===== src/rtl/raybox_input_pkg.sv =====
// Shared types and constants for the raybox pushbutton front end:
// preset FSM states, button indices and the default debounce width.
package raybox_input_pkg;

    typedef enum logic [1:0] {
        S_IDLE  = 2'd0,
        S_ARMED = 2'd1,
        S_LOAD  = 2'd2,
        S_HOLD  = 2'd3
    } sched_state_t;

    // Button indices: K1 is the bottom button, K4 the top one.
    localparam int K1 = 0;
    localparam int K2 = 1;
    localparam int K3 = 2;
    localparam int K4 = 3;

    localparam int NUM_KEYS        = 4;
    localparam int DEFAULT_DB_BITS = 18;

    // Advance a preset index, wrapping after the last of num presets.
    function automatic logic [1:0] next_preset(input logic [1:0] sel, input int num);
        logic [1:0] result;
        if (int'(sel) >= num - 1) begin
            result = 2'd0;
        end else begin
            result = sel + 2'd1;
        end
        return result;
    endfunction

endpackage


===== src/rtl/raybox_debounce.sv =====
// One-bit pushbutton conditioner: 2-flop synchroniser followed by a
// saturating-match debounce counter. Output is the stable (active-low) level.
module raybox_debounce
    import raybox_input_pkg::*;
#(
    parameter int DB_BITS = DEFAULT_DB_BITS
) (
    input  logic clk,
    input  logic reset_n,
    input  logic in_n,
    output logic stable_n
);

    // The counter tops out one short of all-ones because the update edge
    // itself is the final differing cycle.
    localparam logic [DB_BITS-1:0] CNT_LAST = {{(DB_BITS-1){1'b1}}, 1'b0};
    localparam logic [DB_BITS-1:0] CNT_ONE  = DB_BITS'(1);

    logic               sync1_reg;
    logic               sync2_reg;
    logic               stable_reg;
    logic [DB_BITS-1:0] cnt_reg;

    always_ff @(posedge clk or negedge reset_n) begin
        if (!reset_n) begin
            sync1_reg  <= 1'b1;
            sync2_reg  <= 1'b1;
            stable_reg <= 1'b1;
            cnt_reg    <= '0;
        end else begin
            sync1_reg <= in_n;
            sync2_reg <= sync1_reg;
            if (sync2_reg == stable_reg) begin
                cnt_reg <= '0;
            end else if (cnt_reg == CNT_LAST) begin
                stable_reg <= sync2_reg;
                cnt_reg    <= '0;
            end else begin
                cnt_reg <= cnt_reg + CNT_ONE;
            end
        end
    end

    assign stable_n = stable_reg;

endmodule


===== src/rtl/raybox_input_sched.sv =====
// Pushbutton front end for the raybox core: debounces K1..K4, registers
// movement/debug commands once per frame and sequences preset-load strobes.
module raybox_input_sched
    import raybox_input_pkg::*;
#(
    parameter int DB_BITS          = DEFAULT_DB_BITS,
    parameter int NUM_PRESETS      = 4,
    parameter bit VSYNC_ACTIVE_LOW = 1'b1
) (
    input  logic       clk,
    input  logic       reset_n,
    input  logic [3:0] k_n,
    input  logic       vsync_in,
    output logic       frame_tick,
    output logic       moveL,
    output logic       moveR,
    output logic       moveF,
    output logic       moveB,
    output logic       debugA,
    output logic       debugB,
    output logic       debugC,
    output logic       debugD,
    output logic       write_new_position,
    output logic [1:0] preset_sel
);

    localparam logic VS_IDLE = VSYNC_ACTIVE_LOW;

    logic [3:0]   stable_n;
    logic [3:0]   pressed;

    logic         vs_sync1_reg;
    logic         vs_sync2_reg;
    logic         vs_active;
    logic         vs_active_prev_reg;
    logic         tick_reg;

    logic         all4;
    logic         dbg1;
    logic         dbg2;
    logic         any_pressed;
    logic         move_block;
    logic [3:0]   dbg_level;

    logic [3:0]   move_reg;
    logic [3:0]   dbg_prev_reg;
    logic [3:0]   dbg_pulse_reg;

    sched_state_t state_reg;
    sched_state_t state_next;
    logic         load_strobe;
    logic [1:0]   sel_reg;

    genvar gi;
    generate
        for (gi = 0; gi < NUM_KEYS; gi++) begin : g_key
            raybox_debounce #(
                .DB_BITS (DB_BITS)
            ) u_debounce (
                .clk      (clk),
                .reset_n  (reset_n),
                .in_n     (k_n[gi]),
                .stable_n (stable_n[gi])
            );
        end
    endgenerate

    assign pressed = ~stable_n;

    // Frame tick: one registered pulse per inactive->active vsync transition.
    assign vs_active = vs_sync2_reg ^ VS_IDLE;

    always_ff @(posedge clk or negedge reset_n) begin
        if (!reset_n) begin
            vs_sync1_reg       <= VS_IDLE;
            vs_sync2_reg       <= VS_IDLE;
            vs_active_prev_reg <= 1'b0;
            tick_reg           <= 1'b0;
        end else begin
            vs_sync1_reg       <= vsync_in;
            vs_sync2_reg       <= vs_sync1_reg;
            vs_active_prev_reg <= vs_active;
            tick_reg           <= vs_active & ~vs_active_prev_reg;
        end
    end

    assign all4        = &pressed;
    assign any_pressed = |pressed;
    assign dbg1        = pressed[K2] & pressed[K3] & ~all4;
    assign dbg2        = pressed[K1] & pressed[K4] & ~all4;
    assign move_block  = dbg1 | dbg2 | all4 | (state_reg != S_IDLE);

    // Debug levels in output order {D, C, B, A}.
    assign dbg_level[0] = dbg1 & pressed[K4];
    assign dbg_level[1] = dbg1 & pressed[K1];
    assign dbg_level[2] = dbg2 & pressed[K2];
    assign dbg_level[3] = dbg2 & pressed[K3];

    always_ff @(posedge clk or negedge reset_n) begin
        if (!reset_n) begin
            move_reg      <= '0;
            dbg_prev_reg  <= '0;
            dbg_pulse_reg <= '0;
        end else begin
            dbg_pulse_reg <= '0;
            if (tick_reg) begin
                move_reg      <= move_block ? 4'b0000 : pressed;
                dbg_prev_reg  <= dbg_level;
                dbg_pulse_reg <= dbg_level & ~dbg_prev_reg;
            end
        end
    end

    always_ff @(posedge clk or negedge reset_n) begin
        if (!reset_n) begin
            state_reg <= S_IDLE;
            sel_reg   <= 2'd0;
        end else begin
            state_reg <= state_next;
            if (state_reg == S_LOAD) begin
                sel_reg <= next_preset(sel_reg, NUM_PRESETS);
            end
        end
    end

    // The strobe is decoded from state so an async reset drops it at once.
    always_comb begin
        state_next  = state_reg;
        load_strobe = 1'b0;
        case (state_reg)
            S_IDLE: begin
                if (tick_reg && all4) begin
                    state_next = S_ARMED;
                end
            end
            S_ARMED: begin
                if (tick_reg) begin
                    state_next = all4 ? S_LOAD : S_IDLE;
                end
            end
            S_LOAD: begin
                load_strobe = 1'b1;
                state_next  = S_HOLD;
            end
            S_HOLD: begin
                if (tick_reg && !any_pressed) begin
                    state_next = S_IDLE;
                end
            end
            default: begin
                state_next = S_IDLE;
            end
        endcase
    end

    assign frame_tick         = tick_reg;
    assign moveB              = move_reg[K1];
    assign moveR              = move_reg[K2];
    assign moveL              = move_reg[K3];
    assign moveF              = move_reg[K4];
    assign debugA             = dbg_pulse_reg[0];
    assign debugB             = dbg_pulse_reg[1];
    assign debugC             = dbg_pulse_reg[2];
    assign debugD             = dbg_pulse_reg[3];
    assign write_new_position = load_strobe;
    assign preset_sel         = sel_reg;

endmodule


===== config.mk =====
export PLATFORM = sky130hd
export DESIGN_NAME = raybox_input_sched
export DESIGN_NICKNAME = d
export VERILOG_FILES = /design/src/rtl/raybox_input_pkg.sv /design/src/rtl/raybox_debounce.sv /design/src/rtl/raybox_input_sched.sv
export SDC_FILE = /design/constraint.sdc
export NUM_CORES = 1
export LEC_CHECK = 0
export BUFFER_PORTS_ARGS = -buffer_cell sky130_fd_sc_hd__buf_2
export CORE_MARGIN = 1
export CORE_UTILIZATION = 50
export DETAILED_ROUTE_END_ITERATION = 10
export PLACE_DENSITY_LB_ADDON = 0.05
export SYNTH_ARGS = -nofsm -noshare
export SYNTH_HDL_FRONTEND = slang
export SYNTH_SLANG_ARGS = --single-unit

===== constraint.sdc =====
create_clock -name clk -period 2.25 [get_ports clk]
set_input_delay 0.225 -clock clk [delete_from_list [all_inputs] [get_ports clk]]
set_output_delay 0.225 -clock clk [all_outputs]
set_load 0.01 [all_outputs]

==> flow_summary.toml, run 1 <==
[synth]
yosys_register_bits = 104
synth_nets = 468
avgSynthCellArea_um2 = 10.5
synth.cell_area_mm2 = 0.00476
ys_warn_count = 0
synthArstFlopShare = 1.00
synth_flop_cell = "dfrtp_1"
synth_edf_count = 0
seq_area_frac_synth = 0.551
synthCells = 452
synth_cell_type_count = 37

[floorplanning]
fp.dieH_um = 99.6
row_count = 35
die_w_um = 99.6
fp.dieArea_mm2 = 0.00991
start_util = 0.515
coreArea_mm2 = 0.00924
ios = 19

[worst_hold_path]
worstHoldPathCells = 0
holdCritStartpoint = "g_key[3].u_debounce.sync1_reg"
holdPathEnd = "g_key[3].u_debounce.sync2_reg"
hold_path.class = "reg -> reg"

[sta]
hold_viol = 0
setup-tns-final_ns = 0
drv_slew = 0
max-slew-margin-rel = 0.633
finalSetupViolCount = 0
fmax_mhz = 511
fin_crit_ns = 1.96
rsz0062_at_grt = "false"
period_share = 0.869
setup_ws_ns = 0.294
worstMarginPinSlew_ns = 0.550
finClkSkew_ns = 0.00888

[power_and_ir_drop]
peakVddDrop_uv = 392
p_leak_uw = 0.00218
power_per_cell_area_mw_per_mm2 = 634

[routing]
drc = 0
first_iter_violations = 139
ant_nets = 0
drt_pass1_iterations = 5
wl_per_cell_um = 13.1
vias_per_cell = 5.30
vias = 3245
drt_wl_total_um = 8020

[critical_path]
crit_fanout = 6
end_kind = "register"
crit_required_ns = 2.55
reg2reg_slack_ns = 0.29
r2r_cells = 4
crit_type = "reg -> reg"
r2r-end = "g_key[1].u_debounce.cnt_reg[17]"
timing.rr.start = "g_key[1].u_debounce.cnt_reg[7]"
critPathArrivalTime_ns = 2.26
critPathLaunchType = "register"

[clocking]
clk_latency_ns = 0.37
cts_buffers = 9
clk_pin_slew_ns = 0.10
clk_path_buf_depth = 2
cts_tree = "done"
htree_levels = 3
cts-root-buf = "clkbuf_8"
postCtsResizedCells = 0
cts_sinks = 104

[placement]
gp_congestion = 0.756
portBuffers = 18
hpwl_um = 5350
place_ws_ns = 0.299

[grt]
track_usage = 0.179
grt_overflow = 0
grt_pass1_vias = 2978
antenna_found_initial = 0
grt_pass1_wl_um = 13900
grt_start_max_net_pins = 51

[finish]
drive_gt1_frac = 0.151
layout_commonest_cell = "dfrtp_1"
n_antenna_cell = 0
largest_reg_flops = 72
final_cell_mix = "90 x dfrtp_1, 69 x nor2_1, 27 x xnor2_1"
fillers = 815
area_growth_pct = 11.1
final_util = 0.572
fin_nets = 494

[run_status]
status = "finished, final reports clean"

[job]
drv_cap = 0
## kinds of logic after synthesis
logic type / count (synthesis) / synth area share
AOI/OAI and AO/OA: 48 / 0.0684
xor gates and xnor gates: 52 / 0.0957
adders and majority gates: 9 / 0.0237
buffers and inverters: 39 / 0.0339
DFF: 104 / 0.551
muxes: 6 / 0.0142
and+or+nand+nor: 194 / 0.214
## area by class of cell
| type | count | area, µm² | area share |
|---|---|---|---|
| inverter | 20 | 75.1 | 0.0142 |
| clock inverter | 5 | 62.6 | 0.0118 |
| timing repair buffer | 34 | 240 | 0.0454 |
| sequential | 104 | 2620 | 0.496 |
| multi-input combinational | 309 | 1980 | 0.374 |
| clock buffer | 11 | 151 | 0.0286 |
| tap | 129 | 161 | 0.0305 |
## layer usage
metal	track usage	vias up	wire length [µm]
met1	0.249	1575	4080
met5	0	-	0
li1	-	1619	-
met4	0.0611	0	99
met2	0.271	40	3590
met3	0.0485	11	245
## power by group
group / switching (µW) / internal (µW) / total (µW)
clock: 638 / 581 / 1220
sequential: 44.7 / 1920 / 1960
combinational: 98.8 / 71.8 / 171
total: 781 / 2570 / 3350
## through the flow
step / instances / power (µW) / hold slack [ns] / area, µm²
floorplan: 452 / 2080 / -0.0706 / 4760
global placement: 590 / 2160 / 0.233 / 5010
detailed placement: 590 / 2170 / 0.230 / 5010
CTS: 612 / 3420 / 0.361 / 5290
global route: 612 / 3510 / 0.365 / 5290
finish: 612 / 3350 / 0.362 / 5290
## worst max path at each step
stage / from / to / slack (ns) / cells past startpoint
after global placement: g_key[1].u_debounce.cnt_reg[7] / g_key[1].u_debounce.cnt_reg[17] / 0.34 / 4
final: g_key[1].u_debounce.cnt_reg[7] / g_key[1].u_debounce.cnt_reg[17] / 0.29 / 4
after CTS: g_key[1].u_debounce.cnt_reg[7] / g_key[1].u_debounce.cnt_reg[17] / 0.29 / 4
after floorplan: g_key[1].u_debounce.cnt_reg[7] / g_key[1].u_debounce.cnt_reg[12] / 0.38 / 6
after global routing: g_key[1].u_debounce.cnt_reg[7] / g_key[1].u_debounce.cnt_reg[17] / 0.20 / 4
after detailed placement: g_key[1].u_debounce.cnt_reg[7] / g_key[1].u_debounce.cnt_reg[17] / 0.30 / 4
## cell usage after synthesis (7+ instances only)
cell type	number	share of area
or4_1	7	0.011
inv_1	20	0.016
or3_1	12	0.016
dfrtp_1	90	0.47
nor3_1	11	0.012
clkbuf_1	12	0.0095
a21oi_1	15	0.016
xor2_1	25	0.046
nand2_1	21	0.017
dfstp_2	14	0.077
o21ai_0	16	0.017
nor2_1	69	0.054
nand3_1	23	0.024
xnor2_1	27	0.050
ha_1	9	0.024
nand4_1	22	0.029
## worst max-delay path, cell delays in order (launching register included)
cell and delay [ns]:
dfrtp_1 0.42, nand3_2 0.11, or4_1 0.67, or4_4 0.56, a21oi_2 0.14
## repair_timing
action | CTS | global route
buffers inserted | 0 | 0
hold buffers | 6 | 0
hold endpoints to repair | 33 | 0
Note: power is estimated with default switching activity, not from simulation.
==> run 2, diff against run 1 <==
CORE_UTILIZATION = 40   (was 50)
==> run 2 against run 1 <==
  * The run now ends with DRC left
  * Final cell count up 2.3%
  * Worst hold slack worse by 0.0056 ns
  * Critical endpoint is now g_key[3].u_debounce.cnt_reg[5]
  * Sequential share of layout area fell by 1.2 points
  * Combinational power rose by 2%
  * Setup slack worse by 0.046 ns
  * Clock power rose by 37%
  * Core utilization decreased by 10 points
  * Register-to-register slack lost 0.05 ns
  * Sequential power is essentially flat
  * Die area is 24% higher
==> flow_summary.toml, run 2 (synthesis gave the netlist of run 1 again) <==
[power_and_ir_drop]
power_uw = 3810
peakVddDrop_uv = 461
p_leak_uw = 0.00224
power_per_cell_area_mw_per_mm2 = 703

[clocking]
htree_levels = 3
clk_path_buf_depth = 2
cts-root-buf = "clkbuf_16"
cts_buffers = 9
cts_sinks = 104
clk_pin_slew_ns = 0.07
clk_latency_ns = 0.34
cts_tree = "done"

[critical_path]
end_kind = "register"
cpPeakStageDelay_ns = 0.50
crit_slowest_cell = "or3_1"
reg2reg_slack_ns = 0.25
critPathTopFamily = "simple AND/OR/NAND/NOR gates"
critPathArrivalTime_ns = 2.23
crit_required_ns = 2.48
crit_fanout = 8
crit_buf_inv = 1
path_cells = "nand4_1 -> or3_1 -> o31ai_4 -> buf_4 -> nor2_1"
crit_type = "reg -> reg"
critPathLaunchType = "register"

[finish]
layout_commonest_cell = "dfrtp_1"
area_growth_pct = 13.9
drive_gt1_frac = 0.149
final_cell_mix = "90 x dfrtp_1, 69 x nor2_1, 27 x xnor2_1"
n_antenna_cell = 0
largest_reg_flops = 72
fillers = 1083
final_util = 0.471
final_area_mm2 = 0.00542
fin_nets = 495

[sta]
fin_crit_ns = 2.00
finalSetupViolCount = 0
setup-tns-final_ns = 0
worstMarginPinSlew_ns = 0.457
finClkSkew_ns = 0.00618
rsz0062_at_grt = "false"
period_share = 0.890
hold_viol = 0
drv_slew = 0
setup_ws_ns = 0.248
fmax_mhz = 499
max-slew-margin-rel = 0.696

[routing]
drt_wl_total_um = 8370
m1WireLength_um = 4280
drt_pass1_iterations = 9
drc = 2
first_iter_violations = 146
vias_per_cell = 5.17
ant_nets = 0
wl_per_cell_um = 13.4
dr_wl_met3_um = 228
vias = 3237
route.met2.wl_um = 3790
dr.max_layer_used = "met4"

[run_status]
violations = "DRC"
status = "complete, but fails checks"

[placement]
hpwl_um = 5480
portBuffers = 18
place_ws_ns = 0.279
place_area_mm2 = 0.00504
gp_congestion = 0.723

[floorplanning]
coreArea_mm2 = 0.0115
die_w_um = 111
row_count = 39
fp.dieH_um = 111
start_util = 0.413
fp.dieArea_mm2 = 0.0123
ios = 19

[grt]
grt_overflow = 0
antenna_found_initial = 0
grt_pass1_vias = 3228
grt_pass1_wl_um = 15200
track_usage = 0.154
grt_start_max_net_pins = 52

[worst_hold_path]
hold_path.class = "reg -> reg"

[job]
drv_cap = 0
## run 2: power breakdown
group          switching (µW)  internal (µW)  leakage (µW)
sequential               42.9           1920       0.00138
clock                     646           1030      0.000159
combinational             102           72.9      0.000708
total                     791           3020       0.00224
## run 2: worst paths after layout
kind | startpoint | endpoint | cells past startpoint
min | vs_sync1_reg | vs_sync2_reg | 0
min in group asynchronous | reset_n | g_key[1].u_debounce.cnt_reg[17] | 2
max in group asynchronous | reset_n | g_key[0].u_debounce.stable_n | 3
max reg2reg | g_key[3].u_debounce.cnt_reg[8] | g_key[3].u_debounce.cnt_reg[5] | 5
min reg2reg | vs_sync1_reg | vs_sync2_reg | 0
max | g_key[3].u_debounce.cnt_reg[8] | g_key[3].u_debounce.cnt_reg[5] | 5
## run 2: area by class of cell
type | instances | area [µm²] | area share
Clock inverter | 3 | 65.1 | 0.0120
Sequential cell | 104 | 2620 | 0.483
Clock buffer | 12 | 256 | 0.0473
Timing Repair Buffer | 35 | 248 | 0.0457
Inverter | 20 | 75.1 | 0.0139
Multi-Input combinational cell | 309 | 1980 | 0.365
Tap cell | 143 | 179 | 0.0330
## run 2: what timing repair did
| action | in CTS | in global routing |
|---|---|---|
| setup buffers | 0 | 0 |
| endpoints found under the hold margin | 38 | 0 |
| hold buffers | 6 | 0 |
| gates resized for setup | 0 | 0 |
## run 2: metal layers
metal	vias to the layer above	GRT usage
met5	-	0
met3	7	0.0487
met4	0	0.0495
met2	27	0.243
li1	1621	-
met1	1582	0.203
## run 2: metrics by stage
step,cells,hold slack (ns)
after CTS,626,0.357
after global placement,605,0.222
after global routing,626,0.361
after floorplan,452,-0.0706
after detailed placement,605,0.217
final,626,0.356
==> run 3, diff against run 2 <==
clock period = 2.5 ns   (was 2.25 ns; I/O delays follow)
==> run 3 against run 2 <==
  * The flow still finishes with violations (DRC)
  * Routed wire length is 2.7% lower
  * Largest cell class unchanged
  * Global-route usage is 0.39 points lower
  * Cell area is 0.90% lower
  * Clock power is 22% lower
  * Clock skew is 0.0029 ns higher
  * Final cell count stayed put
  * Core utilization is 0.42 points lower
  * Highest routed layer unchanged
  * Fmax is 1.2% lower
==> flow_summary.toml, run 3 (synthesis gave the netlist of run 1 again) <==
[finish]
final_cell_mix = "90 x dfrtp_1, 69 x nor2_1, 27 x xnor2_1"
fin_nets = 494
n_antenna_cell = 0
largest_reg_flops = 72
area_growth_pct = 12.9
layout_commonest_cell = "dfrtp_1"
final_area_mm2 = 0.00537
fillers = 1067
multiInputGateArea_mm2 = 0.00198
drive_gt1_frac = 0.145
register_area_mm2 = 0.00262
final_cells = 626

[routing]
drt_wl_total_um = 8140
drt_pass1_iterations = 7
vias_per_cell = 5.13
vias = 3213
wl_per_cell_um = 13.0
drc = 2
first_iter_violations = 165
ant_nets = 0

[placement]
portBuffers = 18
hpwl_um = 5500
gp_congestion = 0.715
place_area_mm2 = 0.00503
place_inst = 604
place_ws_ns = 0.491

[clocking]
htree_levels = 3
cts_buffers = 9
clk_latency_ns = 0.34
cts_sinks = 104
clk_pin_slew_ns = 0.06
postCtsResizedCells = 0
clk_path_buf_depth = 2
cts-root-buf = "clkbuf_16"
holdBufCountCts = 6
cts_tree = "done"
post_cts_buffers = 0

[critical_path]
critPathLaunchType = "register"
crit_path_end = "g_key[1].u_debounce.cnt_reg[8]"
end_kind = "register"
crit_required_ns = 2.73
startpoint = "g_key[1].u_debounce.cnt_reg[7]"
crit_type = "reg -> reg"
r2r_cells = 5
reg2reg_slack_ns = 0.47
crit_fanout = 11
r2r-end = "g_key[1].u_debounce.cnt_reg[8]"
critPathArrivalTime_ns = 2.25
timing.rr.start = "g_key[1].u_debounce.cnt_reg[7]"

[job]
drv_cap = 0

[floorplanning]
row_count = 39
fp.dieH_um = 111
start_util = 0.413
coreArea_mm2 = 0.0115
die_w_um = 111
ios = 19
fp.dieArea_mm2 = 0.0123

[worst_hold_path]
worstHoldPathCells = 0
hold_path.class = "reg -> reg"

[sta]
max-slew-margin-rel = 0.612
finalSetupViolCount = 0
hold_viol = 0
period_share = 0.811
setup-tns-final_ns = 0
rsz0062_at_grt = "false"
setup_ws_ns = 0.473
worstMarginPinSlew_ns = 0.582
finClkSkew_ns = 0.00908
fmax_mhz = 493
fin_crit_ns = 2.03
drv_slew = 0

[grt]
grt_start_max_net_pins = 41
track_usage = 0.151
grt_pass1_wl_um = 14800
grt_pass1_vias = 3050
antenna_found_initial = 0
grt_overflow = 0

[power_and_ir_drop]
power_per_cell_area_mw_per_mm2 = 602
peakVddDrop_uv = 400
p_leak_uw = 0.00221

[run_status]
violations = "DRC"
status = "complete, but fails checks"
==> run 3: changes by cell type in the layout (fill, tap and decap cells not counted) <==
cell and delta:
bufinv_16 -2, buf_4 -1, clkinv_2 -1, clkbuf_1 +2
clkinv_4 +1, clkinvlp_4 +1
==> run 3: metal layers <==
layer	vias to the layer above	track usage	routed length, µm
li1	1628	-	-
met3	5	0.0508	255
met4	0	0.0378	60
met1	1546	0.212	4260
met2	34	0.223	3560
met5	-	0	0
==> run 3: critical path: stages (launching register included) <==
cell     delay (ns)
dfrtp_1        0.42
nand3_2        0.12
or4_1          0.67
o31ai_4        0.40
buf_4          0.24
nor2_1         0.06
==> run 3: where the power goes <==
group          internal, µW  switching (µW)
Combinational          65.7            89.8
Clock                   733             580
Sequential             1730            39.7
==> run 3: final cells by class <==
type                    instances  area share
inverters                      20      0.0140
well taps                     143      0.0333
multi-input cells             309       0.368
flip-flops and latches        104       0.488
repair buffers                 34      0.0447
clock inverters                 2     0.00303
clock buffers                  14      0.0491
==> run 3: worst min path at each step <==
stage,slack [ns],to,startpoint
6_report,0.36,g_key[0].u_debounce.sync2_reg,g_key[0].u_debounce.sync1_reg
5_1_grt,0.36,g_key[0].u_debounce.sync2_reg,g_key[0].u_debounce.sync1_reg
4_1_cts,0.36,g_key[0].u_debounce.sync2_reg,g_key[0].u_debounce.sync1_reg
3_5_place_dp,0.28,g_key[1].u_debounce.cnt_reg[16],reset_n
3_3_place_gp,0.27,g_key[1].u_debounce.cnt_reg[16],reset_n
2_1_floorplan,-0.05,async pin,reset_n
==> run 3: metrics by stage <==
stage	power [µW]	utilization	hold slack [ns]
after global placement	1950	0.437	0.274
after global routing	3400	0.466	0.359
final	3240	0.466	0.355
after floorplan	1870	-	-0.0456
after CTS	3310	0.466	0.357
after detailed placement	1950	0.437	0.275
